--- src/rtl/mode_sequencer_pkg.sv ---
// Shared definitions for the mode sequencer.
// Holds the slot count, the slot index width, the FSM state encoding, the
// SLOT1..SLOT5 mode constants and a helper that turns a one-hot switch
// pattern into a slot index.
package mode_sequencer_pkg;

    localparam int NUM_SLOTS = 5;
    localparam int SLOT_W    = 3;

    typedef logic [SLOT_W-1:0] slot_t;

    typedef enum logic [2:0] {
        IDLE      = 3'd0,
        BLANK     = 3'd1,
        RECONF    = 3'd2,
        LOCK_WAIT = 3'd3,
        SETTLE    = 3'd4
    } state_t;

    // SLOT1 is the mode selected by switch bit 0, SLOT5 by switch bit 4.
    localparam slot_t SLOT1 = 3'd0;
    localparam slot_t SLOT2 = 3'd1;
    localparam slot_t SLOT3 = 3'd2;
    localparam slot_t SLOT4 = 3'd3;
    localparam slot_t SLOT5 = 3'd4;

    // Only meaningful for one-hot input; the highest set bit wins otherwise.
    function automatic slot_t onehot_to_slot(input logic [NUM_SLOTS-1:0] pattern);
        slot_t idx;
        idx = SLOT1;
        for (int i = 0; i < NUM_SLOTS; i++) begin
            if (pattern[i]) begin
                idx = slot_t'(i);
            end
        end
        return idx;
    endfunction

endpackage

--- src/rtl/mode_sequencer_switch_debounce.sv ---
// Synchronizer plus one-hot debouncer for the slot switches.
// Ports:
//   clock        system clock, rising edge
//   reset_n      asynchronous active-low reset
//   switch_in    raw asynchronous one-hot slot switches
//   accept       one-cycle pulse when a pattern has been stable long enough
//   accept_slot  slot index of the accepted pattern, valid with accept
module switch_debounce
    import mode_sequencer_pkg::*;
#(
    parameter int DEBOUNCE_CYCLES = 1000000
) (
    input  logic                 clock,
    input  logic                 reset_n,
    input  logic [NUM_SLOTS-1:0] switch_in,
    output logic                 accept,
    output logic [SLOT_W-1:0]    accept_slot
);

    localparam int            CW     = $clog2(DEBOUNCE_CYCLES + 1);
    localparam logic [CW-1:0] TARGET = CW'(DEBOUNCE_CYCLES);
    localparam logic [CW-1:0] ONE    = CW'(1);

    logic [NUM_SLOTS-1:0] sync_meta;
    logic [NUM_SLOTS-1:0] sync_out;
    logic [NUM_SLOTS-1:0] prev_pattern;
    logic [CW-1:0]        run_cnt;
    logic [CW-1:0]        run_next;
    logic                 is_onehot;
    logic                 same_run;
    logic                 fire;

    // run_next is the length of the current run of one identical one-hot
    // pattern, including this cycle; it saturates at TARGET so a held
    // switch produces exactly one accept pulse.
    always_comb begin
        is_onehot = $onehot(sync_out);
        same_run  = is_onehot && (sync_out == prev_pattern) && (run_cnt != '0);
        run_next  = '0;
        if (same_run) begin
            run_next = (run_cnt == TARGET) ? TARGET : run_cnt + ONE;
        end else if (is_onehot) begin
            run_next = ONE;
        end
        fire = (run_next == TARGET) && !(same_run && (run_cnt == TARGET));
    end

    always_ff @(posedge clock or negedge reset_n) begin
        if (!reset_n) begin
            sync_meta    <= '0;
            sync_out     <= '0;
            prev_pattern <= '0;
            run_cnt      <= '0;
            accept       <= 1'b0;
            accept_slot  <= SLOT1;
        end else begin
            sync_meta    <= switch_in;
            sync_out     <= sync_meta;
            prev_pattern <= sync_out;
            run_cnt      <= run_next;
            accept       <= fire;
            if (fire) begin
                accept_slot <= onehot_to_slot(sync_out);
            end
        end
    end

endmodule

--- src/rtl/mode_sequencer.sv ---
// Video mode sequencer.
// Debounces the one-hot slot switches, then walks the video PLL through
// blank -> reconfigure -> wait-for-lock -> settle whenever the requested slot
// differs from the active one. At reset release it configures slot 0.
// Ports:
//   clock            system clock, rising edge
//   reset_n          asynchronous active-low reset
//   switch_in        raw one-hot slot switches
//   pll_reconf_req   level request to the PLL reconfiguration engine
//   pll_reconf_slot  slot to configure, valid while pll_reconf_req is high
//   pll_reconf_ack   engine reports reconfiguration complete
//   pll_locked       asynchronous PLL lock indicator
//   mode_sel         active slot driven to the video pipeline
//   video_enable     video output enable, high only while idle
//   config_changed   one-cycle pulse when a new mode becomes active
//   retry_count      saturating number of lock timeouts since reset
module mode_sequencer
    import mode_sequencer_pkg::*;
#(
    parameter int DEBOUNCE_CYCLES = 1000000,
    parameter int BLANK_CYCLES    = 1024,
    parameter int LOCK_STABLE     = 4096,
    parameter int LOCK_TIMEOUT    = 2000000
) (
    input  logic                 clock,
    input  logic                 reset_n,
    input  logic [NUM_SLOTS-1:0] switch_in,
    output logic                 pll_reconf_req,
    output logic [SLOT_W-1:0]    pll_reconf_slot,
    input  logic                 pll_reconf_ack,
    input  logic                 pll_locked,
    output logic [SLOT_W-1:0]    mode_sel,
    output logic                 video_enable,
    output logic                 config_changed,
    output logic [3:0]           retry_count
);

    localparam int            BW         = $clog2(BLANK_CYCLES + 1);
    localparam int            LW         = $clog2(LOCK_STABLE + 1);
    localparam int            TW         = $clog2(LOCK_TIMEOUT + 1);
    localparam logic [BW-1:0] BLANK_LAST = BW'(BLANK_CYCLES - 1);
    localparam logic [LW-1:0] LOCK_LAST  = LW'(LOCK_STABLE - 1);
    localparam logic [TW-1:0] TOUT_LAST  = TW'(LOCK_TIMEOUT - 1);

    state_t          state;
    slot_t           pending_slot;
    slot_t           target;
    logic            accept;
    slot_t           accept_slot;
    logic            lock_meta;
    logic            lock_sync;
    logic [BW-1:0]   blank_cnt;
    logic [LW-1:0]   lock_cnt;
    logic [TW-1:0]   timeout_cnt;

    switch_debounce #(
        .DEBOUNCE_CYCLES(DEBOUNCE_CYCLES)
    ) u_switch_debounce (
        .clock      (clock),
        .reset_n    (reset_n),
        .switch_in  (switch_in),
        .accept     (accept),
        .accept_slot(accept_slot)
    );

    assign pll_reconf_slot = target;

    // Lock synchronizer and the pending request register. pending_slot is
    // simply overwritten by every acceptance; the FSM only looks at it from
    // IDLE, so a change arriving mid-sequence waits for the next pass.
    always_ff @(posedge clock or negedge reset_n) begin
        if (!reset_n) begin
            lock_meta    <= 1'b0;
            lock_sync    <= 1'b0;
            pending_slot <= SLOT1;
        end else begin
            lock_meta <= pll_locked;
            lock_sync <= lock_meta;
            if (accept) begin
                pending_slot <= accept_slot;
            end
        end
    end

    // Sequencing FSM. Reset lands in RECONF with target 0 so the PLL is
    // programmed for slot 0 at power-up. All outputs are registered, so the
    // SETTLE assignments become visible as the FSM reaches IDLE.
    always_ff @(posedge clock or negedge reset_n) begin
        if (!reset_n) begin
            state          <= RECONF;
            target         <= SLOT1;
            mode_sel       <= SLOT1;
            video_enable   <= 1'b0;
            pll_reconf_req <= 1'b0;
            config_changed <= 1'b0;
            retry_count    <= '0;
            blank_cnt      <= '0;
            lock_cnt       <= '0;
            timeout_cnt    <= '0;
        end else begin
            config_changed <= 1'b0;
            case (state)
                IDLE: begin
                    if (pending_slot != mode_sel) begin
                        target       <= pending_slot;
                        video_enable <= 1'b0;
                        blank_cnt    <= '0;
                        state        <= BLANK;
                    end
                end
                BLANK: begin
                    if (blank_cnt == BLANK_LAST) begin
                        blank_cnt <= '0;
                        state     <= RECONF;
                    end else begin
                        blank_cnt <= blank_cnt + 1'b1;
                    end
                end
                RECONF: begin
                    // The ack only counts while the request is up.
                    if (pll_reconf_req && pll_reconf_ack) begin
                        pll_reconf_req <= 1'b0;
                        lock_cnt       <= '0;
                        timeout_cnt    <= '0;
                        state          <= LOCK_WAIT;
                    end else begin
                        pll_reconf_req <= 1'b1;
                    end
                end
                LOCK_WAIT: begin
                    if (lock_sync && (lock_cnt == LOCK_LAST)) begin
                        state <= SETTLE;
                    end else if (timeout_cnt == TOUT_LAST) begin
                        if (retry_count != 4'hF) begin
                            retry_count <= retry_count + 1'b1;
                        end
                        state <= RECONF;
                    end else begin
                        timeout_cnt <= timeout_cnt + 1'b1;
                        lock_cnt    <= lock_sync ? lock_cnt + 1'b1 : '0;
                    end
                end
                SETTLE: begin
                    mode_sel       <= target;
                    video_enable   <= 1'b1;
                    config_changed <= 1'b1;
                    state          <= IDLE;
                end
                default: begin
                    state <= IDLE;
                end
            endcase
        end
    end

endmodule
--- config.mk ---
export PLATFORM = sky130hd
export DESIGN_NAME = mode_sequencer
export DESIGN_NICKNAME = d
export VERILOG_FILES = /design/src/rtl/mode_sequencer_pkg.sv /design/src/rtl/mode_sequencer_switch_debounce.sv /design/src/rtl/mode_sequencer.sv
export SDC_FILE = /design/constraint.sdc
export NUM_CORES = 1
export LEC_CHECK = 0
export CAP_MARGIN = 20
export CORE_ASPECT_RATIO = 0.7
export CORE_UTILIZATION = 60
export DETAILED_ROUTE_END_ITERATION = 6
export PLACE_DENSITY = 0.85
export SYNTH_ARGS = -nofsm -noshare
export SYNTH_HDL_FRONTEND = slang
export SYNTH_SLANG_ARGS = --single-unit
export TNS_END_PERCENT = 50
--- constraint.sdc ---
create_clock -name clock -period 4.35 [get_ports clock]
set_input_delay 0.435 -clock clock [delete_from_list [all_inputs] [get_ports clock]]
set_output_delay 0.435 -clock clock [all_outputs]
set_load 0.05 [all_outputs]
==> impl_results.md, run 1 <==
* Status: complete, no violations
* Total gr overflow at 0
* Core Area at 0.00844 mm^2
* Post-Layout Cell Count at 675
* Synth-to-Final Area Change at 11.5%
* Critical Path End Type: register
* Internal Power at 1420 uW
* Max Cap Violations at 0
* RR Endpoint: u_switch_debounce.accept_slot[2]$_DFFE_PN0P_
* Critical path type: register to register
* CP Max Fanout at 9
* Clk_lat worst skew at 0.35 ns
* Worst path bufs/invs at 2
* Drt total wl at 10,700 um
* R2R depth at 12
* Post-CTS Setup Bufs at 0
* Die W at 114 um
* Number of library cell types mapped by synthesis at 55
* Worst path cell trace: inv_1, ha_1, inv_1, fa_1, fa_1, nand3b_1, nor2_1, o211ai_1, a211oi_1, nand4_1, nor4b_4, mux2_1
* Maximum vdd ir drop at 0.251 mV
* DR iter-0 viols at 379
* Dpl cells at 659
* Routed via count at 4,126
* Arr. time, crit path at 3.85 ns
* Clock sinks at 105
* Top Family by Delay on Critical Path: adder cells
* Register clock-pin slew on the reported worst setup and hold paths at 0.07 ns
* CTS tree: done
* Commonest cells in the netlist: dfrtp_1 (104), nor2_1 (49), nand2_1 (40), o21ai_0 (38), nand3_1 (26)
* Reg power frac at 54.0%
* Synthesized net count at 553
* Max stage delay cell, worst path: fa_1
* Combinational share of power at 3.4%
* Syn avg cell area at 9.83 um^2
* Number of buffers created by CTS at 9
* Global-route wire length before repair at 17,800 um
* Antenna fix cells at 0
* Critical R2R Launch: u_switch_debounce.sync_out[3]$_DFF_PN0_
* Synth warnings at 0
* LEAKAGE at 0.00255 uW
* Layout Nets at 570
* Initial antenna violation count at 0
* NetSw at 423 uW
* Clock H-tree levels at 3
* Yosys reg bits at 105
* Crit path largest cell delay at 0.51 ns
* DR pass1 iterations at 5
* Period utilization at 83.1%
* Clock buffer depth at 2
* Yosys top cell area share at 49.7%
* Fmax at 277 MHz
* Routed WL per cell at 15.9 um
* Final hold vios at 0
* Share of layout cells above drive strength 1 at 8.11%
* Final Max Tran Viols at 0
* Sw frac at 23.0%
* Total Die Area at 0.00912 mm^2
* IO buf count at 21
* Vias in the first global route at 3,733
* Largest net degree at the start of global routing at 74
* Total power at 1840 uW
* Post-DRT Antenna Nets at 0
* Top post-synthesis cells by area: dfrtp_1 (50%), xor2_1 (3.8%), o21ai_0 (3.6%), nor2_1 (3.5%), nand2_1 (2.9%)
* Tmin final at 3.61 ns
* CTS resizes at 0
* Die Y at 80.2 um
* Row cnt at 28
* Synthesized cell area at 0.00524 mm^2
* RSZ-0062 raised after global routing: false
* Synth area leader: dfrtp_1
* Via density at 6.11
* Final setup vio count at 0
* Final Wtd Congestion at 0.904
* Slew Limit Headroom at 39.3%
* Final TNS setup at 0 ns
* Skew final at 0.00575 ns
* Clk network pwr share at 42.6%
* Hold Buf Count CTS at 0
* Crit start category: register
* Most frequent cell after synthesis: dfrtp_1
* Worst hold path class: input port to asynchronous set/reset pin
* Layout fillers at 619
* Initial Utilization at 62.1%
* Fraction of registers with async set/reset at 100%
* R2R setup slack at 0.74 ns
* Pwr per Cell Area at 315 mW/mm^2
* WP data required at 4.58 ns
* GR Util All Layers at 25.2%
* Register area share after synthesis at 50.2%
* Clock Tree Root: clkbuf_16
* Worst-Margin Slew at 0.911 ns
* Synthesized netlist cell count at 533
* IO Pins at 22
* EDFF count, synth at 0
* Post-DP HPWL at 7360 um
* DRC errors left at 0
* Synth Flop Type: dfrtp_1
registers in the layout, indices dropped and copies added (netlist names), 3 cells and up:
name	flops
timeout_cnt	21
u_switch_debounce.run_cnt	20
lock_cnt	13
blank_cnt	11
u_switch_debounce.prev_pattern	5
u_switch_debounce.sync_meta	5
u_switch_debounce.sync_out	5
retry_count	4
mode_sel	3
pending_slot	3
pll_reconf_slot	3
state	3
u_switch_debounce.accept_slot	3
layout by cell type, fill, tap and decap left out, types with 3 or more instances in the layout:
cell	synthesis	final
dfrtp_1	104	104
nor2_1	49	49
nand2_1	40	40
o21ai_0	38	38
nand3_1	26	26
inv_1	24	24
xor2_1	23	23
and3_1	21	21
a21oi_1	20	20
clkdlybuf4s50_1	0	20
nand4_1	19	19
xnor2_1	16	16
or3_1	15	15
nor3_1	11	10
mux2_2	10	10
o31ai_1	9	9
ha_1	9	9
clkbuf_16	0	9
nor4_1	7	7
nor2b_1	7	7
or4_1	6	6
nand2b_1	6	6
or2_2	5	5
a31oi_1	4	4
buf_4	3	4
o22ai_1	3	3
nand4b_1	3	3
mux2_1	3	3
clkinvlp_4	0	3
power by group through the flow:
stage	clock network (uW)	registers [uW]	logic [uW]
6_report	785	994	62.1
5_1_grt	831	995	73.3
4_1_cts	795	994	63.8
3_5_place_dp	0	1010	62.6
3_3_place_gp	0	1010	61.9
2_1_floorplan	0	1010	29.6
worst register-to-register path, cell delays in order (launching register included):
cell and delay [ns]:
dfrtp_1 0.43, inv_1 0.07, ha_1 0.27, inv_1 0.04
fa_1 0.37, fa_1 0.51, nand3b_1 0.09, nor2_1 0.13
o211ai_1 0.33, a211oi_1 0.37, nand4_1 0.17, nor4b_4 0.34
mux2_1 0.36
logic make-up (layout without fill, tap and decap cells):
kind of cell	after synthesis	after routing	share of synthesized area [%]
compound gates	91	91	10.4
buf+inv	43	65	3.32
fa+ha+maj	11	11	2.91
flops	105	105	50.2
simple gates	230	230	23.7
mux	14	14	2.98
xor+xnor	39	39	6.52
cell type report:
| class | instances | area, um^2 | share of cell area [%] |
|---|---|---|---|
| Timing Repair Buffer | 25 | 241 | 4.13 |
| Clock buffer | 10 | 239 | 4.09 |
| Multi-Input combinational cell | 385 | 2440 | 41.8 |
| Tap cell | 120 | 150 | 2.57 |
| Sequential cell | 105 | 2630 | 45.0 |
| Inverter | 24 | 90.1 | 1.54 |
| Clock inverter | 6 | 51.3 | 0.878 |
per-stage QoR:
stage               instance area [um^2]  setup WS [ns]  hold WS, ns  utilization, %
finish                              5840          0.737        0.220            69.2
global route                        5840          0.503        0.307            69.2
floorplan                           5240           1.12        0.139               -
CTS                                 5840          0.753        0.252            69.2
global placement                    5540          0.955        0.338            65.6
detailed placement                  5550          0.798        0.340            65.8
layer usage:
metal | vias to the layer above | global-route usage, % | share of wire (%)
li1 | 1915 | - | -
met1 | 2022 | 35.2 | 47
met2 | 163 | 38.8 | 46
met3 | 26 | 5.96 | 5.8
met4 | 0 | 8.42 | 1.6
met5 | - | 0 | 0
worst max path at each step:
stage	cells after the start	end	startpoint
floorplan	12	u_switch_debounce.accept_slot[0]$_DFFE_PN0P_	u_switch_debounce.sync_out[2]$_DFF_PN0_
global placement	12	u_switch_debounce.accept_slot[2]$_DFFE_PN0P_	u_switch_debounce.sync_out[2]$_DFF_PN0_
detailed placement	12	u_switch_debounce.accept_slot[2]$_DFFE_PN0P_	u_switch_debounce.sync_out[3]$_DFF_PN0_
CTS	12	u_switch_debounce.accept_slot[2]$_DFFE_PN0P_	u_switch_debounce.sync_out[2]$_DFF_PN0_
global route	12	u_switch_debounce.accept_slot[0]$_DFFE_PN0P_	u_switch_debounce.sync_out[3]$_DFF_PN0_
finish	12	u_switch_debounce.accept_slot[2]$_DFFE_PN0P_	u_switch_debounce.sync_out[3]$_DFF_PN0_
No activity file was read; power rests on OpenSTA's default activity.
==> run 2: changes to the inputs <==
Settings changed: CORE_UTILIZATION 60 to 55, PLACE_DENSITY 0.85 to 0.82.
Clock period 4.35 ns to 3.32 ns, I/O delays scaled along.
==> run 2 against run 1 <==
Against the previous run: core utilization is 3.8 points lower; wire length is 2.2% higher; flip-flop and latch count stayed put; worst setup slack worse by 0.69 ns; die area is 8.9% higher; final cell count is 1.9% higher; maximum frequency is 10% higher; largest cell class unchanged.
==> impl_results.md, run 2 (synthesis gave the netlist of run 1 again) <==
* Total gr overflow at 0 (unchanged)
* Biggest register: timeout_cnt
* Die Y at 83.7 um (+4.3%)
* DRC errors left at 0 (unchanged)
* Most frequent cells in the layout: dfrtp_1 (104), nor2_1 (48), nand2_1 (40)
* Core Area at 0.00914 mm^2 (+8.3%)
* RSZ-0062 raised after global routing: true
* Vias in the first global route at 3,917 (+4.9%)
* DR pass1 iterations at 5 (unchanged)
* Final hold vios at 0 (unchanged)
* IO buf count at 21 (unchanged)
* Worst setup margin at 0.0447 ns (-0.692 ns)
* DR iter-0 viols at 248 (-35%)
* Crit start category: register
* Maximum vdd ir drop at 0.326 mV (+30%)
* Number of buffers created by CTS at 9 (unchanged)
* LEAKAGE at 0.00260 uW (+2.2%)
* Clk_lat worst skew at 0.34 ns (about the same)
* Final Wtd Congestion at 0.877 (-3.1%)
* Drt total wl at 11,000 um (+2.2%)
* Final setup vio count at 0 (unchanged)
* Hold Slack at 0.0139 ns (-0.206 ns)
* Total power at 2460 uW (+34%)
* Initial antenna violation count at 0 (unchanged)
* CP Max Fanout at 3 (-6)
* Slew Limit Headroom at 51.4% (+12 points)
* CTS tree: done
* Synth-to-Final Area Change at 14.2%
* Dpl cells at 668 (+1.4%)
* Cell Area, Placed at 0.00560 mm^2 (+0.92%)
* Tmin final at 3.28 ns (-0.338 ns)
* Routed via count at 4,025 (-2.4%)
* Final instance area at 0.00598 mm^2 (+2.4%)
* Multi-input gate area at 0.00249 mm^2 (+1.9%)
* Total Die Area at 0.00993 mm^2 (+8.9%)
* Clock H-tree levels at 3 (unchanged)
* Worst hold path class: input port to asynchronous set/reset pin
* Antenna fix cells at 0 (unchanged)
* Register area at 0.00263 mm^2 (unchanged)
* GR Util All Layers at 23.4% (-1.7 points)
* Register clock-pin slew on the reported worst setup and hold paths at 0.07 ns (about the same)
* Post-Layout Cell Count at 688 (+1.9%)
* Critical Path End Type: register
* Post-DRT Antenna Nets at 0 (unchanged)
* Fmax at 305 MHz (+10%)
* Worst-Margin Slew at 0.728 ns (-0.183 ns)
* IO Pins at 22 (unchanged)
* Initial Utilization at 57.3% (-4.8 points)
* Die W at 119 um (+4.4%)
* Critical path type: register to register
* Largest register FFs at 21 (unchanged)
* Routed WL per cell at 15.9 um (+0.24%)
* Via density at 5.85 (-4.3%)
* Period utilization at 98.7% (+16 points)
* Final Max Tran Viols at 0 (unchanged)
* Max Cap Violations at 0 (unchanged)
* Layout Nets at 580 (+1.8%)
* Status: complete, no violations
* Row cnt at 29 (+3.6%)
* Largest net degree at the start of global routing at 55 (-26%)
* Arr. time, crit path at 3.51 ns (-0.34 ns)
* Share of layout cells above drive strength 1 at 11.3% (+3.2 points)
* Layout fillers at 707 (+14%)
* Pre-CTS WS at -0.114 ns (-0.913 ns)
* WP data required at 3.55 ns (-1.03 ns)
* Clock sinks at 105 (unchanged)
* Post-DP HPWL at 7540 um (+2.4%)
* Global-route wire length before repair at 18,500 um (+3.9%)
* Commonest non-fill, non-tap cell in the layout: dfrtp_1
* Pwr per Cell Area at 412 mW/mm^2 (+31%)
* Skew final at 0.00874 ns (+0.00300 ns)
* Largest regs: timeout_cnt (21), u_switch_debounce.run_cnt (20), lock_cnt (13)
* Clock Tree Root: clkbuf_16
* Clock buffer depth at 2 (unchanged)
[run 2: cell count changes in the layout (fill, tap and decap cells not counted), sizes merged]
cell	change
clkbuf	+1
buf	+10
clkinvlp	-2
bufinv	+1
inv	-1
[run 2: path summary, 6_finish.rpt]
kind | start | endpoint | slack [ns] | cells past startpoint
max reg2reg | u_switch_debounce.sync_out[2]$_DFF_PN0_ | u_switch_debounce.accept_slot[1]$_DFFE_PN0P_ | 0.04 | 12
min reg2reg | u_switch_debounce.sync_meta[4]$_DFF_PN0_ | u_switch_debounce.sync_out[4]$_DFF_PN0_ | 0.35 | 0
min in group clock | u_switch_debounce.sync_meta[4]$_DFF_PN0_ | u_switch_debounce.sync_out[4]$_DFF_PN0_ | 0.35 | 0
min | reset_n | u_switch_debounce.sync_out[0]$_DFF_PN0_ | 0.01 | 1
max | u_switch_debounce.sync_out[2]$_DFF_PN0_ | u_switch_debounce.accept_slot[1]$_DFFE_PN0P_ | 0.04 | 12
max in group asynchronous | reset_n | state[1]$_DFFE_PN1P_ | 2.53 | 2
[run 2: metrics by stage]
stage               TNS [ns]  util [%]
detailed placement    -0.309      61.3
CTS                        0      65.0
finish                     0      65.4
global route          -0.308      65.4
global placement           0      61.3
floorplan                  0         -
[run 2: cell type report]
cell class	instances	share of cell area, %
Timing Repair Buffer	35	5.44
Clock buffer	11	4.06
Tap cell	124	2.59
Inverter	24	1.51
Multi-Input combinational cell	385	41.6
Clock inverter	4	0.857
Sequential cell	105	43.9
[run 2: critical path, stage by stage, from the launching register on]
cell and delay, ns:
dfrtp_1 0.38, inv_2 0.06, ha_4 0.26, inv_2 0.03, fa_2 0.35, fa_1 0.54
nand3b_1 0.12, nor2_2 0.14, o211ai_1 0.12, a211oi_1 0.28, nand4_1 0.18, nor4b_4 0.38
mux2_4 0.34
[run 2: metal layers]
layer / wire length (um) / global-route usage (%)
met5: 0 / 0
met3: 557 / 5.46
met1: 5020 / 32.5
met2: 5210 / 36.4
met4: 165 / 7.83
[run 2: report_power, final]
| part | internal, uW | total [uW] | switching, uW |
|---|---|---|---|
| Sequential | 1290 | 1300 | 9.85 |
| Combinational | 44.6 | 109 | 64.8 |
| Clock | 603 | 1050 | 450 |
[run 2: what timing repair did]
action                     CTS  global route
resized for setup            3             9
hold endpoints to repair     0             0
hold buffers                 0             0
buffers inserted             3             2
setup endpoints to repair    3             3
pin swaps                    3             8
==> run 3: changes to the inputs <==
Settings changed: CORE_UTILIZATION 55 to 57, DONT_BUFFER_PORTS set to 1, PLACE_DENSITY 0.82 to 0.81.
==> run 3 against run 2 <==
Against the previous run: worst hold slack improved by 0.19 ns; count of clock-buffer cells in the layout decreased by 1; critical path depth decreased by 1; non-clock buffer count decreased by 16; die area decreased by 3.4%; core utilization increased by 1.8 points; maximum frequency increased by 0.96%; sequential power about the same; final cell count decreased by 2.8%; wire length decreased by 2.6%; clock power increased by 5%; first-iteration DRC count increased by 53%.
==> impl_results.md, run 3 (synthesis gave the netlist of run 1 again) <==
* Status: complete, no violations
* CP Max Fanout at 4 (+1)
* Worst-Margin Slew at 0.821 ns (+0.0936 ns)
* R2R depth at 11 (-1)
* Vias in the first global route at 3,773 (-3.7%)
* Reg power frac at 52.0% (-0.8 points)
* Total gr overflow at 0 (unchanged)
* WHS Endpoint: timeout_cnt[14]$_DFFE_PN0P_
* NetSw at 557 uW (+6.1%)
* Routed via count at 4,061 (+0.89%)
* Internal Power at 1940 uW (+0.25%)
* Pwr per Cell Area at 428 mW/mm^2 (+4.0%)
* Most frequent cells in the layout: dfrtp_1 (104), nor2_1 (48), nand2_1 (40)
* Worst hold path class: input port to register
* Via density at 6.07 (+3.8%)
* Die W at 117 um (-1.7%)
* DR pass1 iterations at 5 (unchanged)
* Worst setup margin at 0.0757 ns (+0.0311 ns)
* Clock sinks at 105 (unchanged)
* RR Endpoint: u_switch_debounce.accept_slot[0]$_DFFE_PN0P_
* Critical path type: register to register
* Antenna fix cells at 0 (unchanged)
* Final Max Tran Viols at 0 (unchanged)
* Clk_lat worst skew at 0.34 ns (about the same)
* WP data required at 3.55 ns (about the same)
* LEAKAGE at 0.00256 uW (-1.8%)
* Largest net degree at the start of global routing at 106 (+93%)
* Max Cap Violations at 0 (unchanged)
* Crit start category: register
* Synth-to-Final Area Change at 11.4%
* Combinational share of power at 3.9% (-0.5 points)
* Final Wtd Congestion at 0.870 (-0.75%)
* Number of buffers created by CTS at 9 (unchanged)
* Critical R2R Launch: u_switch_debounce.sync_out[1]$_DFF_PN0_
* Largest register FFs at 21 (unchanged)
* Biggest register: timeout_cnt
* Tmin final at 3.24 ns (-0.0311 ns)
* Commonest non-fill, non-tap cell in the layout: dfrtp_1
* IO buf count at 0 (-100%)
* Core Area at 0.00869 mm^2 (-5.0%)
* Share of layout cells above drive strength 1 at 11.3% (-0.054 points)
* Routed WL per cell at 15.9 um (+0.13%)
* Final TNS setup at 0 ns (unchanged)
* Clock H-tree levels at 3 (unchanged)
* Drt total wl at 10,700 um (-2.6%)
* Final setup vio count at 0 (unchanged)
* Period utilization at 97.7% (-0.94 points)
* Fmax at 308 MHz (+0.96%)
* RSZ-0062 raised after global routing: true
* Row cnt at 28 (-3.4%)
* Initial Utilization at 60.3% (+3.0 points)
* Skew final at 0.00473 ns (-0.00401 ns)
* Arr. time, crit path at 3.47 ns (-0.04 ns)
* GR Util All Layers at 24.0% (+0.60 points)
* DR iter-0 viols at 380 (+53%)
* Slew Limit Headroom at 45.1% (-6.3 points)
* WHS Path Cells at 3
* Hold Crit Start: pll_reconf_ack
* CTS tree: done
* Clk network pwr share at 44.0% (+1.3 points)
* Pre-CTS WS at -0.113 ns (+0.00168 ns)
* IO Pins at 22 (unchanged)
* Clock buffer depth at 2 (unchanged)
* Maximum vdd ir drop at 0.423 mV (+30%)
* Sw frac at 22.3% (+0.97 points)
* Initial antenna violation count at 0 (unchanged)
* Layout Nets at 564 (-2.8%)
* Critical Path End Type: register
* R2R setup slack at 0.08 ns (+0.03 ns)
* Total Die Area at 0.00959 mm^2 (-3.4%)
* Post-DP HPWL at 7310 um (-3.0%)
* Final hold vios at 0 (unchanged)
* Clock Tree Root: clkbuf_16
* Final Util at 67.2% (+1.8 points)
* Largest regs: timeout_cnt (21), u_switch_debounce.run_cnt (20), lock_cnt (13)
* Die Y at 82.2 um (-1.7%)
* Global-route wire length before repair at 17,700 um (-4.6%)
* DRC errors left at 0 (unchanged)
* Register clock-pin slew on the reported worst setup and hold paths at 0.07 ns (about the same)
* Post-DRT Antenna Nets at 0 (unchanged)
run 3: cell types whose count changed in the layout (fill, tap and decap cells not counted):
cell | previous run | this run
buf_12 | 1 | 0
clkinv_4 | 0 | 1
dlygate4sd3_1 | 0 | 7
clkinv_2 | 1 | 0
buf_16 | 0 | 1
clkbuf_1 | 1 | 0
inv_6 | 1 | 3
buf_4 | 14 | 11
clkdlybuf4s50_1 | 20 | 0
ha_4 | 2 | 1
ha_1 | 7 | 8
run 3: cell type report:
type	count	area, um^2
Fill cell	676	2850
Inverter	24	90.1
Multi-Input combinational cell	385	2480
Sequential cell	105	2630
Timing Repair Buffer	19	180
Clock buffer	10	239
Clock inverter	6	72.6
Tap cell	120	150
run 3: repair_timing:
item,4_1_cts,5_1_grt
pin swaps,2,7
endpoints found under the hold margin,106,5
resized for setup,2,9
hold buffers,3,5
buffers inserted,1,2
endpoints found under the setup margin,3,3
run 3: metrics by stage:
| step | hold WS (ns) | area, um^2 | total power (uW) | cells |
|---|---|---|---|---|
| after CTS | 0.000631 | 5740 | 2510 | 662 |
| after floorplan | 0.0364 | 5240 | 1360 | 533 |
| final | 0.207 | 5840 | 2500 | 669 |
| after global routing | 0.219 | 5840 | 2590 | 669 |
| after global placement | 0.0427 | 5370 | 1370 | 642 |
| after detailed placement | 0.0431 | 5370 | 1380 | 642 |
run 3: how the worst max path moves through the flow:
| stage | endpoint | from | slack [ns] |
|---|---|---|---|
| global placement | u_switch_debounce.accept_slot[2]$_DFFE_PN0P_ | u_switch_debounce.sync_out[1]$_DFF_PN0_ | 0.07 |
| CTS | u_switch_debounce.accept_slot[0]$_DFFE_PN0P_ | u_switch_debounce.sync_out[1]$_DFF_PN0_ | 0.02 |
| detailed placement | u_switch_debounce.accept_slot[0]$_DFFE_PN0P_ | u_switch_debounce.sync_out[2]$_DFF_PN0_ | -0.11 |
| floorplan | u_switch_debounce.accept_slot[0]$_DFFE_PN0P_ | u_switch_debounce.sync_out[2]$_DFF_PN0_ | 0.09 |
| finish | u_switch_debounce.accept_slot[0]$_DFFE_PN0P_ | u_switch_debounce.sync_out[1]$_DFF_PN0_ | 0.08 |
| global route | u_switch_debounce.accept_slot[2]$_DFFE_PN0P_ | u_switch_debounce.sync_out[1]$_DFF_PN0_ | -0.10 |
run 3: power groups by stage:
stage	Sequential (uW)	Combinational [uW]	Clock [uW]
5_1_grt	1300	111	1170
3_3_place_gp	1330	48.3	0
6_report	1300	98.2	1100
4_1_cts	1300	89.1	1120
3_5_place_dp	1330	50.9	0
2_1_floorplan	1320	38.7	0
run 3: critical path: stages, from the launching register on:
cell and delay (ns):
dfrtp_1 0.42, ha_1 0.31, inv_2 0.04, fa_2 0.33, fa_1 0.53, nand3b_1 0.11, nor2_2 0.13, o211ai_1 0.12
a211oi_1 0.27, nand4_1 0.17, nor4b_4 0.38, mux2_4 0.33
run 3: metal layers:
metal / vias up / track usage, % / share of wire (%)
met5: - / 0 / 0
met4: 0 / 6.84 / 1.5
met3: 22 / 6.57 / 6.4
met2: 134 / 36.9 / 46
met1: 1991 / 33.7 / 46
li1: 1914 / - / -
